## src/rtl/avaliador_palpite_pkg.sv

```systemverilog
// Shared types and defaults for the guess evaluator (avaliador_palpite).
// Latency: none (types, constants and pure functions only).
// Backpressure: not applicable.
package avaliador_pkg;

    localparam int WIDTH_DEF    = 6;
    localparam int MAX_TENT_DEF = 8;
    localparam int TENT_W_DEF   = 4;

    // Round control states; the encoding is fixed so debug probes read stable values.
    typedef enum logic [2:0] {
        INICIAL  = 3'd0,
        ESPERA   = 3'd1,
        COMPARA  = 3'd2,
        REGISTRA = 3'd3,
        FIM      = 3'd4
    } estado_t;

    // One-hot result of a single guess.
    typedef struct packed {
        logic menor;
        logic maior;
        logic igual;
    } flags_t;

    // Equal wins over greater, greater wins over less. No flag at all
    // decodes to all zeros, which the round treats as a miss.
    function automatic flags_t decodifica(input logic alb, input logic agb, input logic aeb);
        flags_t f;
        f = '0;
        if (aeb) begin
            f.igual = 1'b1;
        end else if (agb) begin
            f.maior = 1'b1;
        end else if (alb) begin
            f.menor = 1'b1;
        end
        return f;
    endfunction

    // True when exactly one comparator output is asserted.
    function automatic logic eh_one_hot(input logic [2:0] v);
        return (v == 3'b100) || (v == 3'b010) || (v == 3'b001);
    endfunction

endpackage

```

## src/rtl/avaliador_palpite_if.sv

```systemverilog
// Game-control side bundle of the guess evaluator: round start, guess handshake, results.
// Latency: none (wires only).
// Backpressure: a guess is taken only on an edge where pronto and palpite_valido are both high.
interface avaliador_palpite_if #(
    parameter int WIDTH  = 6,
    parameter int TENT_W = 4
);
    logic              iniciar;
    logic [WIDTH-1:0]  segredo;
    logic [WIDTH-1:0]  palpite;
    logic              palpite_valido;
    logic              pronto;
    logic              resultado_valido;
    logic              menor;
    logic              maior;
    logic              igual;
    logic [TENT_W-1:0] tentativas;
    logic              acertou;
    logic              esgotou;
    logic              erro_cmp;

    // Game control unit drives the round.
    modport master (
        output iniciar, segredo, palpite, palpite_valido,
        input  pronto, resultado_valido, menor, maior, igual,
        input  tentativas, acertou, esgotou, erro_cmp
    );

    // The evaluator answers.
    modport slave (
        input  iniciar, segredo, palpite, palpite_valido,
        output pronto, resultado_valido, menor, maior, igual,
        output tentativas, acertou, esgotou, erro_cmp
    );
endinterface

```

## src/rtl/avaliador_palpite_uc.sv

```systemverilog
// Control unit of the guess evaluator: sequences accept, compare, publish and end-of-round.
// Latency: guess accepted at edge N, publish strobe during the cycle after edge N+1, ready again after edge N+2.
// Backpressure: pronto only in ESPERA; iniciar beats palpite_valido there and is ignored while a guess is in flight.
module avaliador_palpite_uc
    import avaliador_pkg::*;
(
    input  logic clock,
    input  logic reset,
    input  logic iniciar,
    input  logic palpite_valido,
    input  logic igual_q,
    input  logic tent_no_max,
    output logic pronto,
    output logic carrega,
    output logic aceita,
    output logic captura,
    output logic publica,
    output logic fim_acerto,
    output logic fim_esgota
);

    estado_t estado_q, estado_d;

    // State register; reset returns to INICIAL and drops any guess in flight.
    always_ff @(posedge clock) begin
        if (!reset) begin
            estado_q <= INICIAL;
        end else begin
            estado_q <= estado_d;
        end
    end

    // Next state and per-state strobes for the datapath.
    always_comb begin
        estado_d   = estado_q;
        pronto     = 1'b0;
        carrega    = 1'b0;
        aceita     = 1'b0;
        captura    = 1'b0;
        publica    = 1'b0;
        fim_acerto = 1'b0;
        fim_esgota = 1'b0;
        case (estado_q)
            INICIAL: begin
                if (iniciar) begin
                    carrega  = 1'b1;
                    estado_d = ESPERA;
                end
            end
            ESPERA: begin
                pronto = 1'b1;
                if (iniciar) begin
                    carrega  = 1'b1;
                    estado_d = ESPERA;
                end else if (palpite_valido) begin
                    aceita   = 1'b1;
                    estado_d = COMPARA;
                end
            end
            COMPARA: begin
                // The comparator is combinational; its outputs are settled by the end of this cycle.
                captura  = 1'b1;
                estado_d = REGISTRA;
            end
            REGISTRA: begin
                publica = 1'b1;
                if (igual_q) begin
                    fim_acerto = 1'b1;
                    estado_d   = FIM;
                end else if (tent_no_max) begin
                    fim_esgota = 1'b1;
                    estado_d   = FIM;
                end else begin
                    estado_d = ESPERA;
                end
            end
            FIM: begin
                if (iniciar) begin
                    carrega  = 1'b1;
                    estado_d = ESPERA;
                end
            end
            default: estado_d = INICIAL;
        endcase
    end

endmodule

```

## src/rtl/avaliador_palpite.sv

```systemverilog
// Guess evaluator: registers secret/guess for an external 6-bit comparator and publishes the decoded result.
// Latency: guess accepted at edge N, resultado_valido in cycle N+2, pronto again in cycle N+3 if the round continues.
// Backpressure: valid/ready on palpite (pronto only while waiting); optional AVALIADOR_CHECK_EN adds a sticky erro_cmp.
module avaliador_palpite
    import avaliador_pkg::*;
#(
    parameter int WIDTH    = WIDTH_DEF,
    parameter int MAX_TENT = MAX_TENT_DEF,
    parameter int TENT_W   = TENT_W_DEF
) (
    input  logic              clock,
    input  logic              reset,
    avaliador_palpite_if.slave jogo,
    output logic [WIDTH-1:0]  cmp_a,
    output logic [WIDTH-1:0]  cmp_b,
    output logic              cmp_albi,
    output logic              cmp_agbi,
    output logic              cmp_aebi,
    input  logic              alb,
    input  logic              agb,
    input  logic              aeb
);

    logic carrega, aceita, captura, publica, fim_acerto, fim_esgota;
    logic tent_no_max;

    logic [WIDTH-1:0]  cmp_a_q, cmp_a_d;
    logic [WIDTH-1:0]  cmp_b_q, cmp_b_d;
    logic [TENT_W-1:0] tent_q, tent_d;
    flags_t            flags_q, flags_d;
    logic              acertou_q, acertou_d;
    logic              esgotou_q, esgotou_d;

    assign tent_no_max = (tent_q == TENT_W'(MAX_TENT));

    avaliador_palpite_uc u_uc (
        .clock          (clock),
        .reset          (reset),
        .iniciar        (jogo.iniciar),
        .palpite_valido (jogo.palpite_valido),
        .igual_q        (flags_q.igual),
        .tent_no_max    (tent_no_max),
        .pronto         (jogo.pronto),
        .carrega        (carrega),
        .aceita         (aceita),
        .captura        (captura),
        .publica        (publica),
        .fim_acerto     (fim_acerto),
        .fim_esgota     (fim_esgota)
    );

    // Datapath next values: secret on round start, guess and count on accept, flags at end of compare.
    always_comb begin
        cmp_a_d   = cmp_a_q;
        cmp_b_d   = cmp_b_q;
        tent_d    = tent_q;
        flags_d   = flags_q;
        acertou_d = acertou_q;
        esgotou_d = esgotou_q;
        if (carrega) begin
            cmp_b_d   = jogo.segredo;
            tent_d    = '0;
            flags_d   = '0;
            acertou_d = 1'b0;
            esgotou_d = 1'b0;
        end
        if (aceita) begin
            cmp_a_d = jogo.palpite;
            // Saturate so the count can never wrap past the attempt limit.
            if (!tent_no_max) begin
                tent_d = tent_q + TENT_W'(1);
            end
        end
        if (captura) begin
            flags_d = decodifica(alb, agb, aeb);
        end
        if (fim_acerto) begin
            acertou_d = 1'b1;
        end
        if (fim_esgota) begin
            esgotou_d = 1'b1;
        end
    end

    // Datapath registers with synchronous active-low reset.
    always_ff @(posedge clock) begin
        if (!reset) begin
            cmp_a_q   <= '0;
            cmp_b_q   <= '0;
            tent_q    <= '0;
            flags_q   <= '0;
            acertou_q <= 1'b0;
            esgotou_q <= 1'b0;
        end else begin
            cmp_a_q   <= cmp_a_d;
            cmp_b_q   <= cmp_b_d;
            tent_q    <= tent_d;
            flags_q   <= flags_d;
            acertou_q <= acertou_d;
            esgotou_q <= esgotou_d;
        end
    end

`ifdef AVALIADOR_CHECK_EN
    logic [2:0] bruto_q, bruto_d;
    logic       erro_q, erro_d;

    // Keep the raw comparator outputs and flag any non one-hot set while publishing; sticky until a new round.
    always_comb begin
        bruto_d = bruto_q;
        erro_d  = erro_q;
        if (captura) begin
            bruto_d = {alb, agb, aeb};
        end
        if (carrega) begin
            erro_d = 1'b0;
        end else if (publica && !eh_one_hot(bruto_q)) begin
            erro_d = 1'b1;
        end
    end

    // Consistency-check registers.
    always_ff @(posedge clock) begin
        if (!reset) begin
            bruto_q <= '0;
            erro_q  <= 1'b0;
        end else begin
            bruto_q <= bruto_d;
            erro_q  <= erro_d;
        end
    end

    assign jogo.erro_cmp = erro_q;
`else
    assign jogo.erro_cmp = 1'b0;
`endif

    assign cmp_a    = cmp_a_q;
    assign cmp_b    = cmp_b_q;
    // Cascade inputs make a standalone 6-bit comparison: "equal so far".
    assign cmp_albi = 1'b0;
    assign cmp_agbi = 1'b0;
    assign cmp_aebi = 1'b1;

    assign jogo.resultado_valido = publica;
    assign jogo.menor            = flags_q.menor;
    assign jogo.maior            = flags_q.maior;
    assign jogo.igual            = flags_q.igual;
    assign jogo.tentativas       = tent_q;
    assign jogo.acertou          = acertou_q;
    assign jogo.esgotou          = esgotou_q;

endmodule

```

## src/flat_wrapper.sv

```systemverilog
// flat-port wrapper written by rule: the top's interface ports become plain ports
module avaliador_palpite_flat import avaliador_pkg::*;
#(
    parameter int WIDTH    = WIDTH_DEF,
    parameter int MAX_TENT = MAX_TENT_DEF,
    parameter int TENT_W   = TENT_W_DEF
)
  (clock, reset, cmp_a, cmp_b, cmp_albi, cmp_agbi, cmp_aebi, alb, agb, aeb, jogo_iniciar, jogo_segredo, jogo_palpite, jogo_palpite_valido, jogo_pronto, jogo_resultado_valido, jogo_menor, jogo_maior, jogo_igual, jogo_tentativas, jogo_acertou, jogo_esgotou, jogo_erro_cmp);
  avaliador_palpite_if #(.WIDTH(WIDTH), .TENT_W(TENT_W)) jogo_i ();
  input  logic clock;
  input  logic reset;
  output logic [WIDTH-1:0] cmp_a;
  output logic [WIDTH-1:0] cmp_b;
  output logic cmp_albi;
  output logic cmp_agbi;
  output logic cmp_aebi;
  input  logic alb;
  input  logic agb;
  input  logic aeb;
  input wire logic [$bits(jogo_i.iniciar)-1:0] jogo_iniciar;
  input wire logic [$bits(jogo_i.segredo)-1:0] jogo_segredo;
  input wire logic [$bits(jogo_i.palpite)-1:0] jogo_palpite;
  input wire logic [$bits(jogo_i.palpite_valido)-1:0] jogo_palpite_valido;
  output wire logic [$bits(jogo_i.pronto)-1:0] jogo_pronto;
  output wire logic [$bits(jogo_i.resultado_valido)-1:0] jogo_resultado_valido;
  output wire logic [$bits(jogo_i.menor)-1:0] jogo_menor;
  output wire logic [$bits(jogo_i.maior)-1:0] jogo_maior;
  output wire logic [$bits(jogo_i.igual)-1:0] jogo_igual;
  output wire logic [$bits(jogo_i.tentativas)-1:0] jogo_tentativas;
  output wire logic [$bits(jogo_i.acertou)-1:0] jogo_acertou;
  output wire logic [$bits(jogo_i.esgotou)-1:0] jogo_esgotou;
  output wire logic [$bits(jogo_i.erro_cmp)-1:0] jogo_erro_cmp;
  assign jogo_i.iniciar = jogo_iniciar;
  assign jogo_i.segredo = jogo_segredo;
  assign jogo_i.palpite = jogo_palpite;
  assign jogo_i.palpite_valido = jogo_palpite_valido;
  assign jogo_pronto = jogo_i.pronto;
  assign jogo_resultado_valido = jogo_i.resultado_valido;
  assign jogo_menor = jogo_i.menor;
  assign jogo_maior = jogo_i.maior;
  assign jogo_igual = jogo_i.igual;
  assign jogo_tentativas = jogo_i.tentativas;
  assign jogo_acertou = jogo_i.acertou;
  assign jogo_esgotou = jogo_i.esgotou;
  assign jogo_erro_cmp = jogo_i.erro_cmp;
  avaliador_palpite #(.WIDTH(WIDTH), .MAX_TENT(MAX_TENT), .TENT_W(TENT_W)) u_core (.clock(clock), .reset(reset), .jogo(jogo_i), .cmp_a(cmp_a), .cmp_b(cmp_b), .cmp_albi(cmp_albi), .cmp_agbi(cmp_agbi), .cmp_aebi(cmp_aebi), .alb(alb), .agb(agb), .aeb(aeb));
endmodule
```

## config.mk

```make
export PLATFORM = sky130hd
export DESIGN_NAME = avaliador_palpite_flat
export DESIGN_NICKNAME = d
export VERILOG_FILES = /design/src/rtl/avaliador_palpite_pkg.sv /design/src/rtl/avaliador_palpite_if.sv /design/src/rtl/avaliador_palpite_uc.sv /design/src/rtl/avaliador_palpite.sv /design/src/flat_wrapper.sv
export SDC_FILE = /design/constraint.sdc
export NUM_CORES = 1
export LEC_CHECK = 0
export CAP_MARGIN = 20
export CELL_PAD_IN_SITES_DETAIL_PLACEMENT = 2
export CELL_PAD_IN_SITES_GLOBAL_PLACEMENT = 2
export CORE_MARGIN = 10
export CORE_UTILIZATION = 30
export CTS_CLUSTER_DIAMETER = 50
export DETAILED_ROUTE_END_ITERATION = 10
export DONT_BUFFER_PORTS = 1
export PLACE_DENSITY_LB_ADDON = 0.3
export SYNTH_ARGS = -nofsm -noshare
export SYNTH_HDL_FRONTEND = slang
export SYNTH_SLANG_ARGS = --single-unit
```

## constraint.sdc

```tcl
create_clock -name clock -period 1.5 [get_ports clock]
set_input_delay 0.15 -clock clock [delete_from_list [all_inputs] [get_ports clock]]
set_output_delay 0.15 -clock clock [all_outputs]
set_load 0.01 [all_outputs]
```

Word level (Yosys, flattened, before mapping)
Cells that the tools add are included.
Storage, ports and cells
  register bits after elaboration: 24
  bits of input ports: 19
  output and inout bits: 27
  logic and storage cells: 56
Cells by class
  add/sub/neg operators: 1
  eq/ne operators: 7
  multiplexer cells: 32
  reduce and logical (&&, ||, !) cells: 7
Operators by type and width (count)
  3-bit 2-to-1 mux: 7
  1-bit 2-to-1 mux: 20
  4-bit 2-to-1 mux: 3
  3-bit case mux with 4 select lines: 1
  3-bit by 2-bit == test with 1-bit output (second input constant): 2
  2-bit nonzero test: 3
  4-bit by 1-bit adder with 4-bit output (second input constant): 1
  4-bit == test (second input constant): 1
  3-bit by 1-bit == test with 1-bit output (second input constant): 1
  3-bit == test (second input constant): 1
  3-bit zero test: 1
  3-bit inequality test (second input constant): 1
  3-bit OR reduction: 1
  2-bit 2-to-1 mux: 1
  2-bit by 1-bit inequality test with 1-bit output (second input constant): 1
  2-bit AND reduction: 1
  2-bit OR reduction: 1

Depth between registers and ports, before layout
Gate-level depths: netlist (run 1).
  depth after elaboration: 6
  mapped depth: 7
  depth with buffers taken out: 6

Hierarchy
Synthesis (run 1) repeated with hierarchy kept, for this count alone.
Second synthesis, totals
  cell total of the unflattened synthesis: 116
  area, all modules: 1196.1 um^2
By module, submodules not included
  avaliador_palpite: times used 1, cells an instance 91, area an instance 975.9 um^2, seq. area each 420.4 um^2
  avaliador_palpite_uc: times used 1, cells an instance 25, area an instance 220.2 um^2, seq. area each 60.1 um^2

Least setup slack after synthesis (run 1)
Ideal clock, no wire load.
  kind: register -> register
  start: register u_core.tent_q[0] (netlist: u_core.jogo.tentativas[0])
  end: register u_core.u_uc.estado_q[0]
  library setup time: 0.132 ns
  data arrival time: 1.307 ns
  data required time: 1.368 ns
  path slack: 0.060 ns
  cell stages (with the launch flop): 8
  path buffers: 1
  clock period less this slack: 1.440 ns
  cell sequence: dfxtp_1 inv_1 ha_1 and3b_1 clkbuf_1 nor2b_1 o311ai_0 a21oi_1
On the way
  word-level cells in the longest chain between the ends: 4
Ends and longest elaborated chain
  start: declaration: line avaliador_palpite.sv:29  | logic [TENT_W-1:0] tent_q, tent_d;
  start signal: assignment: line avaliador_palpite.sv:97  | tent_q <= tent_d;
  4-bit == test: line avaliador_palpite.sv:34  | assign tent_no_max = (tent_q == TENT_W'(MAX_TENT));
  3-bit 2-to-1 mux: line avaliador_palpite_uc.sv:70  | end else if (tent_no_max) begin
  3-bit 2-to-1 mux: line avaliador_palpite_uc.sv:67  | if (igual_q) begin
  3-bit case mux with 4 select lines: line avaliador_palpite_uc.sv:43  | case (estado_q)
  end signal: assignment: line avaliador_palpite_uc.sv:29  | estado_q <= estado_d;
  end: declaration: line avaliador_palpite_uc.sv:22  | estado_t estado_q, estado_d;
Every way passes these cells.
A chain may end at the register's enable or synchronous reset.

Final worst setup path (run 1)
  start: register u_core.u_uc.estado_q[1]
  end: output port jogo_resultado_valido
On the way
  word-level cells in the longest chain between the ends: 2
Ends and longest elaborated chain
  3-bit by 2-bit == test with 1-bit output: line avaliador_palpite_uc.sv:43
  1-bit 2-to-1 mux: line avaliador_palpite_uc.sv:43
  end: declaration: line flat_wrapper.sv:25  | output wire logic [$bits(jogo_i.resultado_valido)-1:0] jogo_resultado_valido;
Every way passes these cells.

==> qor.yml, run 1 <==
status: "finished, final reports clean"
final.min_clock_period_ns: 1.41
vias: 962
rsz0062_at_grt: "false"
timing.final.ws_setup_ns: 0.0888
async_flop_share_pct: 0
wirelength_mm: 3.52
grt_use_total_pct: 10.8
timing.hold.ws_ns: 0.0173
dr.first_iter.drc_count: 39
antenna_found_initial: 0
total_power_mw: 1.18
area_growth_pct: 14.3
sw_frac_of_total_pct: 25.1
critical_path_class: "register to output pin"
core_um2: 3630
floorplan.die_area_um2: 6600
dp.cells: 186
drc_errors: 0
cts_setup_buffers: 0
synth_edf_count: 0
hold_path.class: "primary input to register"
grt_pass1_vias: 1107
finalCritPeriodShare_pct: 94.1
critPathMaxFanout: 9
worst_ep_arrival_time_ns: 1.26
synth_area_per_cell_um2: 8.39
postPlaceCellArea_um2: 1220
clkTransAtPathRegs_ns: 0.09
cap_viol_max_count: 0
gp_congestion: 0.781
p_int_mw: 0.888
pre_cts_ws_ns: 0.0614
cts_root_buf: "clkbuf_8"
fmax_ghz: 0.709
antennaDiodeCount: 0
netlist_instances: 134
die_x_um: 81.2
via_per_inst: 5.09
seqPwrFrac_pct: 57.3
cts_tree: "done"
worst_slew_pin_slew_ns: 0.613
design_area_um2: 1290
setup-violations-final: 0
ys_seq_area_share_pct: 42.7
netlist.area_leader.share_pct: 42.7
synthTopCellsByCount: "dfxtp_1 (24), nand2_1 (19), a21oi_1 (14)"
final_util_pct: 35.4
num_rows: 22
wire_per_inst_um: 18.6
ys_seq_elements: 24
synth_cell_types: 31
synth_flop_cell: "dfxtp_1"
grt_pass1_wl_mm: 5.58
cts_buffer_depth: 2
ys_top_cells_by_area: "dfxtp_1 (43%), nand2_1 (6.3%), a21oi_1 (6.2%)"
cts-hold-fix-buffers: 0
p_sw_mw: 0.297
clkLatencyLatePin_ns: 0.26
fin_skew_ns: 0.00611
final_cells: 189
dpl.hpwl_mm: 2.63
overflow: 0
slew-limit-headroom_pct: 59.1
synth_top_cell_by_area: "dfxtp_1"
finalHoldViolations: 0
pwr-share-clk_pct: 32.1
layout-drive-gt1-share_pct: 18.4
die_y_um: 81.2
power-per-cell-area_nw_per_um2: 921
leakagePower_nw: 0.496
syn_area_um2: 1120
yosysMostFrequentCell: "dfxtp_1"
grt_max_degree: 19
yosysWarnings: 0
peakVddDrop_mv: 0.456
cts_made_buffers: 3
clock_sinks: 24
io_buffers: 0
cts.htree.levels: 1
drv_slew: 0
min-delay-start: "jogo_palpite[5]"
crit_path_end_kind: "output pin"
nets: 164
r2r_start: "u_core.u_uc.estado_q[1]"
p_comb_share_pct: 10.6
critPathRequiredTime_ns: 1.35
initial_core_util_pct: 31.0
start_kind: "register"
ios: 46
ant_nets: 0
tns_ns: 0
startpoint: "u_core.u_uc.estado_q[1]"
drt-pass1-iter-count: 4
-- path summary, 6_finish.rpt --
path                                                  end  cells after the start  slack, ns
worst max-delay path                jogo_resultado_valido                      4       0.09
worst min-delay path                      u_core.cmp_a[5]                      2       0.02
worst max register to register  u_core.jogo.tentativas[3]                      4       0.11
worst min register to register            u_core.cmp_a[5]                      2       0.52
-- power groups by stage --
stage / registers (mW) / logic [mW] / clock network [mW]
6_report: 0.679 / 0.125 / 0.381
5_1_grt: 0.682 / 0.142 / 0.428
4_1_cts: 0.680 / 0.124 / 0.394
3_5_place_dp: 0.694 / 0.122 / 0
3_3_place_gp: 0.693 / 0.115 / 0
2_1_floorplan: 0.690 / 0.0944 / 0
-- metal layers --
metal / up-vias / global-route usage (%) / wire length (um)
met5: - / 0 / 0
met4: 0 / 3.63 / 15
met3: 2 / 4.19 / 296
met2: 33 / 19.2 / 1830
met1: 467 / 11.5 / 1380
li1: 460 / - / -
-- cell type report --
| cell class | instances | area, um2 |
|---|---|---|
| fill | 436 | 2350 |
| inverter | 3 | 11.3 |
| timing repair buffer | 15 | 113 |
| multi-input combinational | 96 | 579 |
| sequential | 24 | 482 |
| tap | 48 | 60.1 |
| clock buffer | 3 | 41.3 |
-- flip-flops by register name (all words and copies together) (netlist names) --
register,cells
u_core.cmp_a,6
u_core.cmp_b,6
u_core.jogo.tentativas,4
u_core.u_uc.estado_q,3
u_core.jogo.acertou,1
u_core.jogo.esgotou,1
u_core.jogo.igual,1
u_core.jogo.maior,1
u_core.jogo.menor,1
-- placed cells by master, fill, tap and decap left out, drive strengths merged, types with 3 or more instances in the layout --
| cell type | netlist | final |
|---|---|---|
| dfxtp | 24 | 24 |
| clkbuf | 4 | 3 |
| o21ai | 3 | 3 |
| nor2 | 12 | 12 |
| nand3 | 8 | 8 |
| a21oi | 14 | 14 |
| nand2 | 19 | 19 |
| nor2b | 6 | 6 |
| mux2i | 6 | 6 |
| conb | 2 | 4 |
| buf | 9 | 15 |
| inv | 3 | 3 |
-- critical path, stage by stage (launching register included) --
cell,delay [ns]
dfxtp_2,0.36
buf_4,0.16
nor2b_4,0.19
and2_4,0.17
buf_4,0.11
-- cells by family (layout without fill, tap and decap cells) --
group                      Yosys count  in the layout  synth area share (%)
AOI/OAI and AO/OA                   25             25                  13.1
adders and majority gates            2              2                  2.22
buffers and inverters               16             21                  8.34
DFF                                 24             24                  42.7
muxes                                6              6                  5.34
other                                2              4                 0.668
and+or+nand+nor                     59             59                  27.6
-- repair_timing --
item	CTS	global route
hold endpoints to repair	0	0
resized for setup	3	6
endpoints found under the setup margin	4	6
pin swaps	0	1
(Power assumes the default switching activity.)
==> run 2: changes to the inputs <==
- CORE_MARGIN: 10 -> default
==> qor.yml, run 2 (synthesis gave the netlist of run 1 again) <==
crit_path_end_kind: "output pin"
start_kind: "register"
whs_path_depth: 2  # unchanged
final_common_cell: "dfxtp_1"
rsz0062_at_grt: "false"
dr.first_iter.drc_count: 47  # +21%
grt_max_degree: 15  # -4
cts_root_buf: "clkbuf_8"
critical_path_class: "register to output pin"
die_y_um: 63.2  # -22%
vias: 941  # -2.2%
gp_congestion: 0.765  # -2.1%
cts_made_buffers: 3  # unchanged
wire_per_inst_um: 16.4  # -12%
ant_nets: 0  # unchanged
clkLatencyLatePin_ns: 0.27  # about the same
dpl.hpwl_mm: 2.37  # -10%
layout-drive-gt1-share_pct: 16.9  # -1.5 points
fmax_ghz: 0.710  # +0.25%
cts_tree: "done"
status: "finished, final reports clean"
path_buf_inv: 2  # unchanged
initial_core_util_pct: 32.4  # +1.5 points
finalHoldViolations: 0  # unchanged
setup-violations-final: 0  # unchanged
path_depth: 4  # unchanged
grt_use_total_pct: 16.8  # +6.0 points
peakVddDrop_mv: 0.616  # +35%
antenna_found_initial: 0  # unchanged
drt-pass1-iter-count: 3  # -1
cts.htree.levels: 1  # unchanged
nets: 164  # unchanged
final_cell_mix: "dfxtp_1 (22), nand2_1 (19), buf_4 (15)"
core_um2: 3470  # -4.5%
ios: 46  # unchanged
cp_top_family: "flip-flops"
critPathRequiredTime_ns: 1.35  # about the same
via_per_inst: 5.01  # -1.7%
drv_slew: 0  # unchanged
area_growth_pct: 15.9
leakagePower_nw: 0.509  # +2.6%
die_x_um: 63.2  # -22%
cts_buffer_depth: 2  # unchanged
hold_path.class: "primary input to register"
critPathMostFrequentCell: "buf_4"
floorplan.die_area_um2: 4000  # -39%
worst_ep_arrival_time_ns: 1.26  # about the same
cts_setup_buffers: 0  # unchanged
grt_pass1_vias: 1076  # -2.8%
timing.final.ws_setup_ns: 0.0923  # +0.00351 ns
fin_skew_ns: 0.00383  # -0.00228 ns
slowest_stage: "dfxtp_2"
cap_viol_max_count: 0  # unchanged
drc_errors: 0  # unchanged
io_buffers: 0  # unchanged
final_util_pct: 37.6  # +2.2 points
nFillCells: 427  # -2.1%
clock_sinks: 24  # unchanged
finalCritPeriodShare_pct: 93.8  # -0.23 points
overflow: 0  # unchanged
antennaDiodeCount: 0  # unchanged
power-per-cell-area_nw_per_um2: 1060  # +15%
crit_chain: "buf_4 > nor2b_4 > and2_4 > buf_4"
tns_ns: 0  # unchanged
critPathMaxFanout: 9  # unchanged
clkTransAtPathRegs_ns: 0.09  # about the same
pre_cts_ws_ns: 0.0561  # -0.00524 ns
num_rows: 21  # -4.5%
final.min_clock_period_ns: 1.41  # -0.00351 ns
r2r_cells: 5  # +1
wirelength_mm: 3.08  # -13%
max_stage_delay_ns: 0.37  # about the same
grt_pass1_wl_mm: 5.19  # -7.1%
run 2: timing repair:
action,CTS,global route
resized for setup,3,3
hold buffers,0,0
endpoints found under the setup margin,1,8
run 2: layout make-up:
| cell class | instances | area, um2 | share of cell area, % |
|---|---|---|---|
| repair buffers | 15 | 113 | 8.64 |
| clock inverters | 1 | 30.0 | 2.30 |
| well taps | 46 | 57.6 | 4.41 |
| flip-flops and latches | 24 | 483 | 37.0 |
| clock buffers | 3 | 41.3 | 3.17 |
| inverters | 3 | 11.3 | 0.864 |
| multi-input cells | 96 | 568 | 43.6 |
run 2: per-layer routing:
layer	GRT usage [%]	wire (um)	vias to the layer above
met5	0	0	-
met4	4.83	36	0
met3	7.07	221	7
met2	31.7	1620	31
met1	16.6	1190	443
li1	-	-	460
run 2: power by group:
group          total [mW]  internal, mW  switching (mW)
sequential          0.681         0.657          0.0236
combinational       0.120        0.0509          0.0692
clock               0.575         0.357           0.217
run 2: stage by stage:
| stage | hold slack (ns) | cells | total power, mW | cell area [um2] |
|---|---|---|---|---|
| 6_report | 0.00696 | 188 | 1.38 | 1300 |
| 5_1_grt | 0.00143 | 188 | 1.43 | 1300 |
| 4_1_cts | 0.00128 | 188 | 1.39 | 1300 |
| 3_5_place_dp | 0.298 | 184 | 0.814 | 1220 |
| 3_3_place_gp | 0.291 | 184 | 0.806 | 1220 |
| 2_1_floorplan | 0.286 | 136 | 0.784 | 1130 |
run 2: final timing paths:
path / startpoint / to / slack [ns]
min reg2reg: u_core.cmp_a[3] / u_core.cmp_a[3] / 0.52
max: u_core.u_uc.estado_q[1] / jogo_resultado_valido / 0.09
max reg2reg: u_core.u_uc.estado_q[1] / u_core.u_uc.estado_q[0] / 0.13
min: jogo_palpite[0] / u_core.cmp_a[0] / 0.007
